`config.mk`:
```
export PLATFORM = sky130hd
export DESIGN_NAME = coldstorage_scheduler
export DESIGN_NICKNAME = d
export VERILOG_FILES = /design/src/rtl/coldstorage_scheduler.sv
export SDC_FILE = /design/constraint.sdc
export NUM_CORES = 1
export LEC_CHECK = 0
export CAP_MARGIN = 30
export CORE_AREA = 2 2 136 85
export DETAILED_ROUTE_END_ITERATION = 10
export DIE_AREA = 0 0 138 87
export GPL_TIMING_DRIVEN = 0
export HOLD_SLACK_MARGIN = 0.05
export PLACE_DENSITY = 0.71
export SLEW_MARGIN = 30
export SYNTH_ARGS = -nofsm -noshare
export SYNTH_HDL_FRONTEND = slang
export SYNTH_SLANG_ARGS = --single-unit
```
`constraint.sdc`:
```
create_clock -name clk -period 2.1 [get_ports clk]
set_input_delay 0.21 -clock clk [delete_from_list [all_inputs] [get_ports clk]]
set_output_delay 0.21 -clock clk [all_outputs]
set_load 0.02 [all_outputs]
```
`src/rtl/coldstorage_scheduler.sv`:
```
// -----------------------------------------------------------------------------
// coldstorage_scheduler
//   Polls a temperature/humidity sensor once per PERIOD_CYC clocks, latches the
//   last good reading, drives fan/humidifier with hysteresis, counts read
//   failures and falls back to a cold/dry fail-safe after FAULT_LIMIT
//   consecutive failures. After each good reading it requests one UART report
//   and one LCD refresh.
//
// Ports
//   clk, rst_n              : clock, synchronous active-low reset
//   dht_start               : one-cycle read request to the sensor reader
//   dht_done / dht_err      : one-cycle read result / read failure
//   dht_temp / dht_hum      : reading, valid only with dht_done
//   tx_ready / tx_start     : UART sender idle / one-cycle report request
//   lcd_busy / lcd_update   : LCD writer busy / one-cycle refresh request
//   temperature / humidity  : last good reading
//   fan_on / hum_on         : actuator controls
//   sensor_fault            : consecutive-failure limit reached
//   err_count               : total failures, saturating at 255
// -----------------------------------------------------------------------------
module coldstorage_scheduler #(
  parameter int unsigned PERIOD_CYC  = 100_000_000,
  parameter int unsigned TIMEOUT_CYC = 30_000_000,
  parameter logic [7:0]  TEMP_ON     = 8'd25,
  parameter logic [7:0]  TEMP_HYST   = 8'd2,
  parameter logic [7:0]  HUM_ON      = 8'd50,
  parameter logic [7:0]  HUM_HYST    = 8'd5,
  parameter logic [1:0]  FAULT_LIMIT = 2'd3
) (
  input  logic       clk,
  input  logic       rst_n,
  output logic       dht_start,
  input  logic       dht_done,
  input  logic       dht_err,
  input  logic [7:0] dht_temp,
  input  logic [7:0] dht_hum,
  input  logic       tx_ready,
  output logic       tx_start,
  input  logic       lcd_busy,
  output logic       lcd_update,
  output logic [7:0] temperature,
  output logic [7:0] humidity,
  output logic       fan_on,
  output logic       hum_on,
  output logic       sensor_fault,
  output logic [7:0] err_count
);

  localparam int unsigned PW = (PERIOD_CYC  > 1) ? $clog2(PERIOD_CYC)  : 1;
  localparam int unsigned TW = (TIMEOUT_CYC > 1) ? $clog2(TIMEOUT_CYC) : 1;
  localparam logic [PW-1:0] PERIOD_LAST = PW'(PERIOD_CYC - 1);
  localparam logic [TW-1:0] TO_LAST     = TW'(TIMEOUT_CYC - 1);

  // Off thresholds, saturated at the ends of the 8-bit range.
  localparam logic [7:0] FAN_OFF = (TEMP_ON > TEMP_HYST) ? TEMP_ON - TEMP_HYST : 8'd0;
  localparam logic [8:0] HUM_SUM = {1'b0, HUM_ON} + {1'b0, HUM_HYST};
  localparam logic [7:0] HUM_OFF = HUM_SUM[8] ? 8'hFF : HUM_SUM[7:0];

  typedef enum logic [2:0] {S_IDLE, S_START, S_WAIT, S_LATCH, S_REPORT} state_e;

  state_e        state_q, state_d;
  logic [PW-1:0] per_q;
  logic [TW-1:0] to_q, to_d;
  logic          pend_q, pend_d;
  logic [1:0]    fail_q, fail_d;
  logic [7:0]    err_q, err_d;
  logic [7:0]    rd_temp_q, rd_temp_d, rd_hum_q, rd_hum_d;
  logic [7:0]    temp_q, temp_d, hum_q, hum_d;
  logic          fan_q, fan_d, humon_q, humon_d, fault_q, fault_d;
  logic          tx_done_q, tx_done_d, lcd_done_q, lcd_done_d;
  logic          dht_start_q, dht_start_d, tx_start_q, tx_start_d;
  logic          lcd_update_q, lcd_update_d;
  logic          tick, fail_evt;

  // Free-running poll timer; it never stops, so the poll cadence is fixed
  // regardless of how long a transaction takes.
  assign tick = (per_q == PERIOD_LAST);

  always_ff @(posedge clk) begin
    // NOTE: sequential state uses non-blocking assignments so every register
    // samples pre-edge values independent of statement order.
    if (!rst_n)    per_q <= '0;
    else if (tick) per_q <= '0;
    else           per_q <= per_q + PW'(1);
  end

  always_comb begin
    // NOTE: every signal gets a default before the case so no path can leave
    // it unassigned, which would otherwise infer a latch.
    state_d      = state_q;
    to_d         = to_q;
    pend_d       = pend_q | (tick && state_q != S_IDLE);
    fail_d       = fail_q;
    err_d        = err_q;
    rd_temp_d    = rd_temp_q;
    rd_hum_d     = rd_hum_q;
    temp_d       = temp_q;
    hum_d        = hum_q;
    fan_d        = fan_q;
    humon_d      = humon_q;
    fault_d      = fault_q;
    tx_done_d    = tx_done_q;
    lcd_done_d   = lcd_done_q;
    dht_start_d  = 1'b0;
    tx_start_d   = 1'b0;
    lcd_update_d = 1'b0;
    fail_evt     = 1'b0;

    case (state_q)
      S_IDLE: begin
        if (tick || pend_q) begin
          state_d     = S_START;
          pend_d      = 1'b0;
          dht_start_d = 1'b1;   // registered: high exactly during S_START
        end
      end
      S_START: begin
        state_d = S_WAIT;
        to_d    = '0;
      end
      S_WAIT: begin
        // Error beats done; done beats the timeout on the same cycle.
        if (dht_err) begin
          fail_evt = 1'b1;
        end else if (dht_done) begin
          rd_temp_d = dht_temp;  // data is only valid alongside dht_done
          rd_hum_d  = dht_hum;
          state_d   = S_LATCH;
        end else if (to_q == TO_LAST) begin
          fail_evt = 1'b1;
        end else begin
          to_d = to_q + TW'(1);
        end
      end
      S_LATCH: begin
        temp_d     = rd_temp_q;
        hum_d      = rd_hum_q;
        fail_d     = '0;
        fault_d    = 1'b0;
        tx_done_d  = 1'b0;
        lcd_done_d = 1'b0;
        if (rd_temp_q > TEMP_ON)       fan_d = 1'b1;
        else if (rd_temp_q <= FAN_OFF) fan_d = 1'b0;
        if (rd_hum_q < HUM_ON)         humon_d = 1'b1;
        else if (rd_hum_q >= HUM_OFF)  humon_d = 1'b0;
        state_d = S_REPORT;
      end
      S_REPORT: begin
        if (!tx_done_q && tx_ready) begin
          tx_start_d = 1'b1;
          tx_done_d  = 1'b1;
        end
        if (!lcd_done_q && !lcd_busy) begin
          lcd_update_d = 1'b1;
          lcd_done_d   = 1'b1;
        end
        // Leave only once both requests have actually been issued.
        if (tx_done_q && lcd_done_q) state_d = S_IDLE;
      end
      default: state_d = S_IDLE;
    endcase

    if (fail_evt) begin
      err_d   = (err_q == 8'hFF) ? err_q : err_q + 8'd1;
      fail_d  = (fail_q == 2'd3) ? fail_q : fail_q + 2'd1;
      state_d = S_IDLE;
      if (fail_d >= FAULT_LIMIT) begin
        // Fail-safe: keep the store cold and dry while the sensor is unknown.
        fault_d = 1'b1;
        fan_d   = 1'b1;
        humon_d = 1'b0;
      end
    end
  end

  always_ff @(posedge clk) begin
    if (!rst_n) begin
      state_q      <= S_IDLE;
      to_q         <= '0;
      pend_q       <= 1'b0;
      fail_q       <= '0;
      err_q        <= '0;
      rd_temp_q    <= '0;
      rd_hum_q     <= '0;
      temp_q       <= '0;
      hum_q        <= '0;
      fan_q        <= 1'b0;
      humon_q      <= 1'b0;
      fault_q      <= 1'b0;
      tx_done_q    <= 1'b0;
      lcd_done_q   <= 1'b0;
      dht_start_q  <= 1'b0;
      tx_start_q   <= 1'b0;
      lcd_update_q <= 1'b0;
    end else begin
      state_q      <= state_d;
      to_q         <= to_d;
      pend_q       <= pend_d;
      fail_q       <= fail_d;
      err_q        <= err_d;
      rd_temp_q    <= rd_temp_d;
      rd_hum_q     <= rd_hum_d;
      temp_q       <= temp_d;
      hum_q        <= hum_d;
      fan_q        <= fan_d;
      humon_q      <= humon_d;
      fault_q      <= fault_d;
      tx_done_q    <= tx_done_d;
      lcd_done_q   <= lcd_done_d;
      dht_start_q  <= dht_start_d;
      tx_start_q   <= tx_start_d;
      lcd_update_q <= lcd_update_d;
    end
  end

  assign dht_start    = dht_start_q;
  assign tx_start     = tx_start_q;
  assign lcd_update   = lcd_update_q;
  assign temperature  = temp_q;
  assign humidity     = hum_q;
  assign fan_on       = fan_q;
  assign hum_on       = humon_q;
  assign sensor_fault = fault_q;
  assign err_count    = err_q;

endmodule

```
==> results of run 1 <==
-- flip-flops by register name, summed over array words and instances (netlist names) --
name,cells
fail_q,2
hum_on,1
temperature,8
tx_done_q,1
rd_temp_q,8
dht_start,1
rd_hum_q,8
humidity,8
per_q,27
lcd_update,1
lcd_done_q,1
state_q,3
tx_start,1
fan_on,1
to_q,25
pend_q,1
sensor_fault,1
err_count,8
-- kinds of logic (layout without fill, tap and decap cells) --
group                      Yosys count  in the layout  share of synthesized area, %
and+or+nand+nor                    255            255                          28.9
DFF                                106            106                          44.9
buffers and inverters               36            124                          3.86
xor gates and xnor gates            31             31                          5.74
adders and majority gates            3              3                         0.794
muxes                               20             20                          4.24
AOI/OAI and AO/OA                   84             84                          11.6
-- worst max-delay path, delay by kind of cell, from the launching register on --
kind	cells	cell delay [ns]
AND/OR/NAND/NOR	3	1.25
buffers and inverters	2	0.33
AO/OA/AOI/OAI	2	0.21
flip-flops	1	0.36
-- layout make-up --
| cell class | instances | share of cell area (%) |
|---|---|---|
| Multi-Input combinational cell | 393 | 43.0 |
| Sequential cell | 106 | 34.5 |
| Timing Repair Buffer | 78 | 12.3 |
| Clock buffer | 9 | 3.63 |
| Tap cell | 144 | 2.91 |
| Buffer | 23 | 2.38 |
| Clock inverter | 6 | 0.848 |
| Inverter | 8 | 0.485 |
-- routing by layer --
layer	wire, µm	part of all wire [%]
met1	6090	49
met2	5670	45
met3	622	5.0
met4	120	0.96
met5	0	0
-- cells in the final DEF (no fill, tap or decap), types with 12 or more instances in the layout --
master | netlist | layout
sky130_fd_sc_hd__a21oi_1 | 38 | 30
sky130_fd_sc_hd__and3_1 | 12 | 12
sky130_fd_sc_hd__buf_4 | 0 | 21
sky130_fd_sc_hd__clkdlybuf4s50_1 | 0 | 48
sky130_fd_sc_hd__dfxtp_1 | 106 | 100
sky130_fd_sc_hd__mux2i_1 | 20 | 20
sky130_fd_sc_hd__nand2_1 | 67 | 65
sky130_fd_sc_hd__nand3_1 | 28 | 27
sky130_fd_sc_hd__nand4_1 | 16 | 16
sky130_fd_sc_hd__nor2_1 | 56 | 54
sky130_fd_sc_hd__xnor2_1 | 12 | 12
sky130_fd_sc_hd__xor2_1 | 19 | 18
-- where the power goes --
group	switching (W)	internal, W	leakage (nW)
sequential	0.00000380	0.00201	0.858
combinational	0.0000724	0.0000598	1.27
clock	0.000787	0.000814	0.124
total	0.000863	0.00288	2.25
-- stage by stage --
stage                     setup TNS [ns]  hold WS, ns  utilization, %
final                             -0.809        0.379            56.9
after global routing               -2.11        0.422            56.9
after CTS                         -0.147        0.359            54.0
after detailed placement          -15.50        0.441            49.7
after global placement            -11.84        0.424            49.7
after floorplan                        0        0.297               -
-- what timing repair did --
item                                    4_1_cts  5_1_grt
pin swaps                                    25       25
gates resized for setup                      30       61
setup buffers                                12       14
gates cloned                                  2        1
endpoints found under the hold margin         0        0
endpoints found under the setup margin       47       72
-- worst min path at each step --
stage                              end
after floorplan             lcd_update
after detailed placement      per_q[0]
after global routing      err_count[5]
after CTS                 err_count[5]
final                     err_count[5]
after global placement        per_q[0]
==> impl_metrics.toml, run 1 <==
[final_layout]
final_layout_fill_cell_count = 944
number_of_diodes_added_for_antenna_fixing = 0
multi_input_comb_area_um2 = 2670
area_growth_pct = 31.1
drive_above_1_share_pct = 19.4
final_area_um2 = 6200
finish.cell_count_without_fillers = 767
final_net_count = 644
layout.area.seq_um2 = 2130

[place]
place_inst = 729
post-dp-hpwl_um = 8460
pre_cts_ws_ns = -0.514
gp_routability_congestion = 0.883
post_dp_cell_area_um2 = 5410
port-buffer-count = 50

[setup_path]
cp_data_arrival_time_ns = 2.50
crit_type = "flop to flop"
critical_path.reg2reg.endpoint = "err_count[4]"
critPathCaptureType = "flop"
critical_path.max_stage_delay_ns = 0.56
reg2reg_slack_ns = -0.12
worst-path-max-fanout = 4
critical_path.cell_chain = "or4b_4 -> nor4b_4 -> buf_4 -> a21oi_4 -> buf_12 -> or4_4 -> a21oi_2"
timing.critical_path.slowest_stage_cell = "sky130_fd_sc_hd__or4b_4"
crit_required_ns = 2.38
r2r_path_start = "to_q[17]"
r2r_cells = 7
crit_start = "to_q[17]"
setup.worst_path.start_class = "flop"
setup.worst_path.end = "err_count[4]"

[yosys]
ys_ff_latch = 106
synth-seq-area-share_pct = 44.9
synth_commonest_cells = "sky130_fd_sc_hd__dfxtp_1, sky130_fd_sc_hd__nand2_1, sky130_fd_sc_hd__nor2_1"
synthMostInstantiatedCell = "sky130_fd_sc_hd__dfxtp_1"
primary_ff_master_synth = "sky130_fd_sc_hd__dfxtp_1"
async_flop_share_pct = 0
synth.top_cells.by_area = "sky130_fd_sc_hd__dfxtp_1, sky130_fd_sc_hd__nand2_1, sky130_fd_sc_hd__nor2_1, sky130_fd_sc_hd__mux2i_1, sky130_fd_sc_hd__a21oi_1"
postSynthCellCount = 535
synthesis.area_um2 = 4730
yosys.cell_types.count = 58
post-synth-top-area-fraction_pct = 44.9
synth_area_leader_cell = "sky130_fd_sc_hd__dfxtp_1"
synth_edf_count = 0
syn_area_per_cell_um2 = 8.84
synth_warnings = 0
synthesis.nets = 560

[timing]
skew_ns = 0.00697
timing_hold_violations_final = 0
fin_crit_sh_pct = 106
setup_ws_ns = -0.116
drv_slew = 0
worst-slew-pin-transition_ns = 0.677
finalWorstPathRequiredPeriod_ns = 2.22
timing.max_slew.rel_slack_pct = 54.9
setup_viol_count_final = 18
grt_setup_unrepaired = "true"
fmax_mhz = 451

[status]
outcome = "finished with violations"
failed_checks = "negative setup slack"

[die]
num_io_pins = 52
die_h_um = 87
fp-row-count = 30
die_x_extent_um = 138
initial_core_util_pct = 43.4
die-area_um2 = 12000
fp.coreArea_um2 = 10900

[pwr]
max-vdd-ir-drop_mv = 0.400
powerDensity_nw_per_um2 = 605
power.static_leakage_nw = 2.25
total_power_w = 0.00375

[detailed_routing]
routed_via_density = 5.55
route.antenna.remaining_nets = 0
drt-total-wl_um = 12500
routed_wire_length_per_instance_um = 16.3
first_iter_violations = 269
dr_total_vias = 4254
first_pass_iters = 5
drc = 0

[clock_network]
cts_tree = "done"
worst_skew_pair.late_latency_ns = 0.35
cts.reportedPaths.clkPinSlew_ns = 0.07
clock_sink_count = 106
clock_path_buffers = 2
cts_made_buffers = 9
h-tree-depth = 3
hold_buffers = 0
clk_root_buffer_cell = "sky130_fd_sc_hd__clkbuf_16"

[global_route]
number_of_global_route_vias_before_repair = 4011
grt_util_all_layers_pct = 20.2
grt_antenna_before_repair = 0
gr-total-overflow = 0
gr-usage-met1_pct = 28.7
grt_use_met2_pct = 31.4
grt_util_met3_pct = 4.51
grt.busiest_layer = "met2"
grt_pass1_wl_um = 19700
grt_start_max_net_pins = 19

[worst_hold_path]
hold_class = "input pin to flop"
worst_hold_startpoint = "rst_n"
timing.hold.worst_path_depth = 3

[run]
maxCapViolations = 0
Note: power is estimated with default switching activity, not from simulation.
==> run 2, diff against run 1 <==
Settings changed: RECOVER_POWER set to 100.
==> run 2 against run 1 <==
- highest routed layer unchanged
- critical path depth stayed put
- cell count stayed put
- sequential share of layout area is 0.21 points higher
- first-iteration DRC count is 12% higher
- sequential power hardly changed
- utilization is 0.34 points lower
- largest power group unchanged
- maximum frequency hardly changed
- routed wire length hardly changed
- the run still ends with negative setup slack left
- combinational power hardly changed
- setup slack better by 0.0011 ns
==> impl_metrics.toml, run 2 (synthesized netlist as in run 1, its figures left out) <==
[die]
num_io_pins = 52
die-area_um2 = 12000
fp-row-count = 30
die_x_extent_um = 138
die_h_um = 87
initial_core_util_pct = 43.4
fp.coreArea_um2 = 10900

[status]
failed_checks = "negative setup slack"
outcome = "finished with violations"

[place]
place_inst = 729
gp_routability_congestion = 0.883
post-dp-hpwl_um = 8460
pre_cts_ws_ns = -0.514
port-buffer-count = 50

[timing]
skew_ns = 0.00759
drv_slew = 0
timing_hold_violations_final = 0
whs_ns = 0.389
worst-slew-pin-transition_ns = 0.678
fin_crit_sh_pct = 105
setup_ws_ns = -0.115
finalWorstPathRequiredPeriod_ns = 2.22
timing.max_slew.rel_slack_pct = 54.8
setup_viol_count_final = 18
fin_setup_tns_ns = -0.792
fmax_mhz = 451
grt_setup_unrepaired = "true"

[pwr]
total_power_w = 0.00374
share_comb_of_total_power_pct = 3.5
powerDensity_nw_per_um2 = 608
p_clk_share_pct = 42.7
max-vdd-ir-drop_mv = 0.395
power.share.sequential_pct = 53.8
net_switching_share_of_the_total_power_pct = 23.0
power.static_leakage_nw = 2.34
p_switching_w = 0.000860
internal_power_w = 0.00288

[global_route]
grt_util_all_layers_pct = 20.2
grt_pass1_wl_um = 19700
grt_start_max_net_pins = 19
gr-total-overflow = 0
grt_antenna_before_repair = 0
number_of_global_route_vias_before_repair = 4011

[final_layout]
number_of_diodes_added_for_antenna_fixing = 0
drive_above_1_share_pct = 18.9
area_growth_pct = 30.3
most_used_cells_in_the_layout_excluding_fill_and_tap_cells = "sky130_fd_sc_hd__dfxtp_1, sky130_fd_sc_hd__nand2_1, sky130_fd_sc_hd__nor2_1"
top_register = "per_q"
finish.cell_count_without_fillers = 767
final_common_cell = "sky130_fd_sc_hd__dfxtp_1"
final_layout_fill_cell_count = 948
largest_register_ffs = 27
largestRegisters = "per_q: 27 flops, to_q: 25 flops"
final_net_count = 644

[clock_network]
cts_tree = "done"
worst_skew_pair.late_latency_ns = 0.35
clock_path_buffers = 2
h-tree-depth = 3
cts_made_buffers = 9
cts.reportedPaths.clkPinSlew_ns = 0.07
clk_root_buffer_cell = "sky130_fd_sc_hd__clkbuf_16"
clock_sink_count = 106

[setup_path]
reg2reg_slack_ns = -0.12
worst-path-max-fanout = 4
crit_required_ns = 2.38
timing.critical_path.slowest_stage_cell = "sky130_fd_sc_hd__or4b_4"
critical_path.cell_chain = "or4b_4 -> nor4b_4 -> buf_4 -> a21oi_4 -> buf_12 -> or4_4 -> a21oi_2"
r2r_path_start = "to_q[17]"
r2r_cells = 7
critical_path.max_stage_delay_ns = 0.56
critical_path.reg2reg.endpoint = "err_count[4]"
setup.worst_path.start_class = "flop"
cp_data_arrival_time_ns = 2.49
critPathCaptureType = "flop"
crit_type = "flop to flop"

[detailed_routing]
drc = 0
routed_wire_length_per_instance_um = 16.3
route.antenna.remaining_nets = 0
first_iter_violations = 300
dr_total_vias = 4235
first_pass_iters = 5
routed_via_density = 5.52
drt-total-wl_um = 12500

[worst_hold_path]
hold_class = "input pin to flop"
timing.hold.worst_path_depth = 3
hold-path-endpoint = "err_count[5]"
worst_hold_startpoint = "rst_n"

[run]
maxCapViolations = 0
[run 2: changes by cell type in the layout (fill, tap and decap cells not counted)]
cell                              before  now
sky130_fd_sc_hd__buf_1                 3    1
sky130_fd_sc_hd__buf_2                 3    2
sky130_fd_sc_hd__buf_4                21   19
sky130_fd_sc_hd__bufbuf_16             1    0
sky130_fd_sc_hd__clkbuf_1             11   15
sky130_fd_sc_hd__clkbuf_2              2    3
sky130_fd_sc_hd__clkbuf_4              0    1
sky130_fd_sc_hd__clkdlybuf4s50_1      48   18
sky130_fd_sc_hd__dlygate4sd3_1         0   30
sky130_fd_sc_hd__nor3_1                6    7
sky130_fd_sc_hd__nor3_2                4    3
[run 2: cell type report]
class	count	area [µm²]	share of cell area [%]
plain buffers	23	119	1.93
multi-input cells	393	2660	43.2
well taps	144	180	2.93
repair buffers	78	757	12.3
inverters	8	30.0	0.488
clock buffers	9	225	3.66
clock inverters	6	52.6	0.853
flip-flops and latches	106	2130	34.7
[run 2: through the flow]
step	util, %	area, µm²
final	56.6	6160
after global routing	56.6	6160
after CTS	54.0	5880
after detailed placement	49.7	5410
after global placement	49.7	5410
after floorplan	-	4730
[run 2: critical path: cells and delay by family (launching register included)]
family / cells / cell delay [ns]
compound gates: 2 / 0.21
buf+inv: 2 / 0.33
simple gates: 3 / 1.25
flops: 1 / 0.36
[run 2: worst max path at each step]
| stage | from | end | slack, ns |
|---|---|---|---|
| finish | to_q[17] | err_count[4] | -0.12 |
| CTS | to_q[17] | err_count[7] | -0.05 |
| global route | to_q[17] | err_count[7] | -0.17 |
| detailed placement | dht_err | to_q[7] | -0.51 |
| floorplan | to_q[17] | err_count[5] | 0.01 |
| global placement | dht_err | to_q[22] | -0.41 |
[run 2: repair_timing]
| action | 4_1_cts | 5_1_grt |
|---|---|---|
| setup buffers | 12 | 14 |
| setup endpoints to repair | 47 | 72 |
| hold buffers | 0 | 0 |
| pin swaps | 25 | 25 |
| gates cloned | 2 | 1 |
| resized for setup | 30 | 61 |
[run 2: layer usage]
layer  vias to the layer above  global-route usage [%]  share of wire [%]
li1                       2077                       -                  -
met1                      2038                    28.7                 49
met2                       109                    31.4                 45
met3                        11                    4.51                4.8
met4                         0                    5.38               0.82
met5                         -                       0                  0
[run 2: power by group through the flow]
stage	sequential, W	combinational [W]	clock, W
after global routing	0.00201	0.000144	0.00170
after CTS	0.00202	0.000117	0.00163
after floorplan	0.00206	0.0000495	0
after detailed placement	0.00206	0.000110	0
after global placement	0.00206	0.000108	0
final	0.00201	0.000132	0.00160
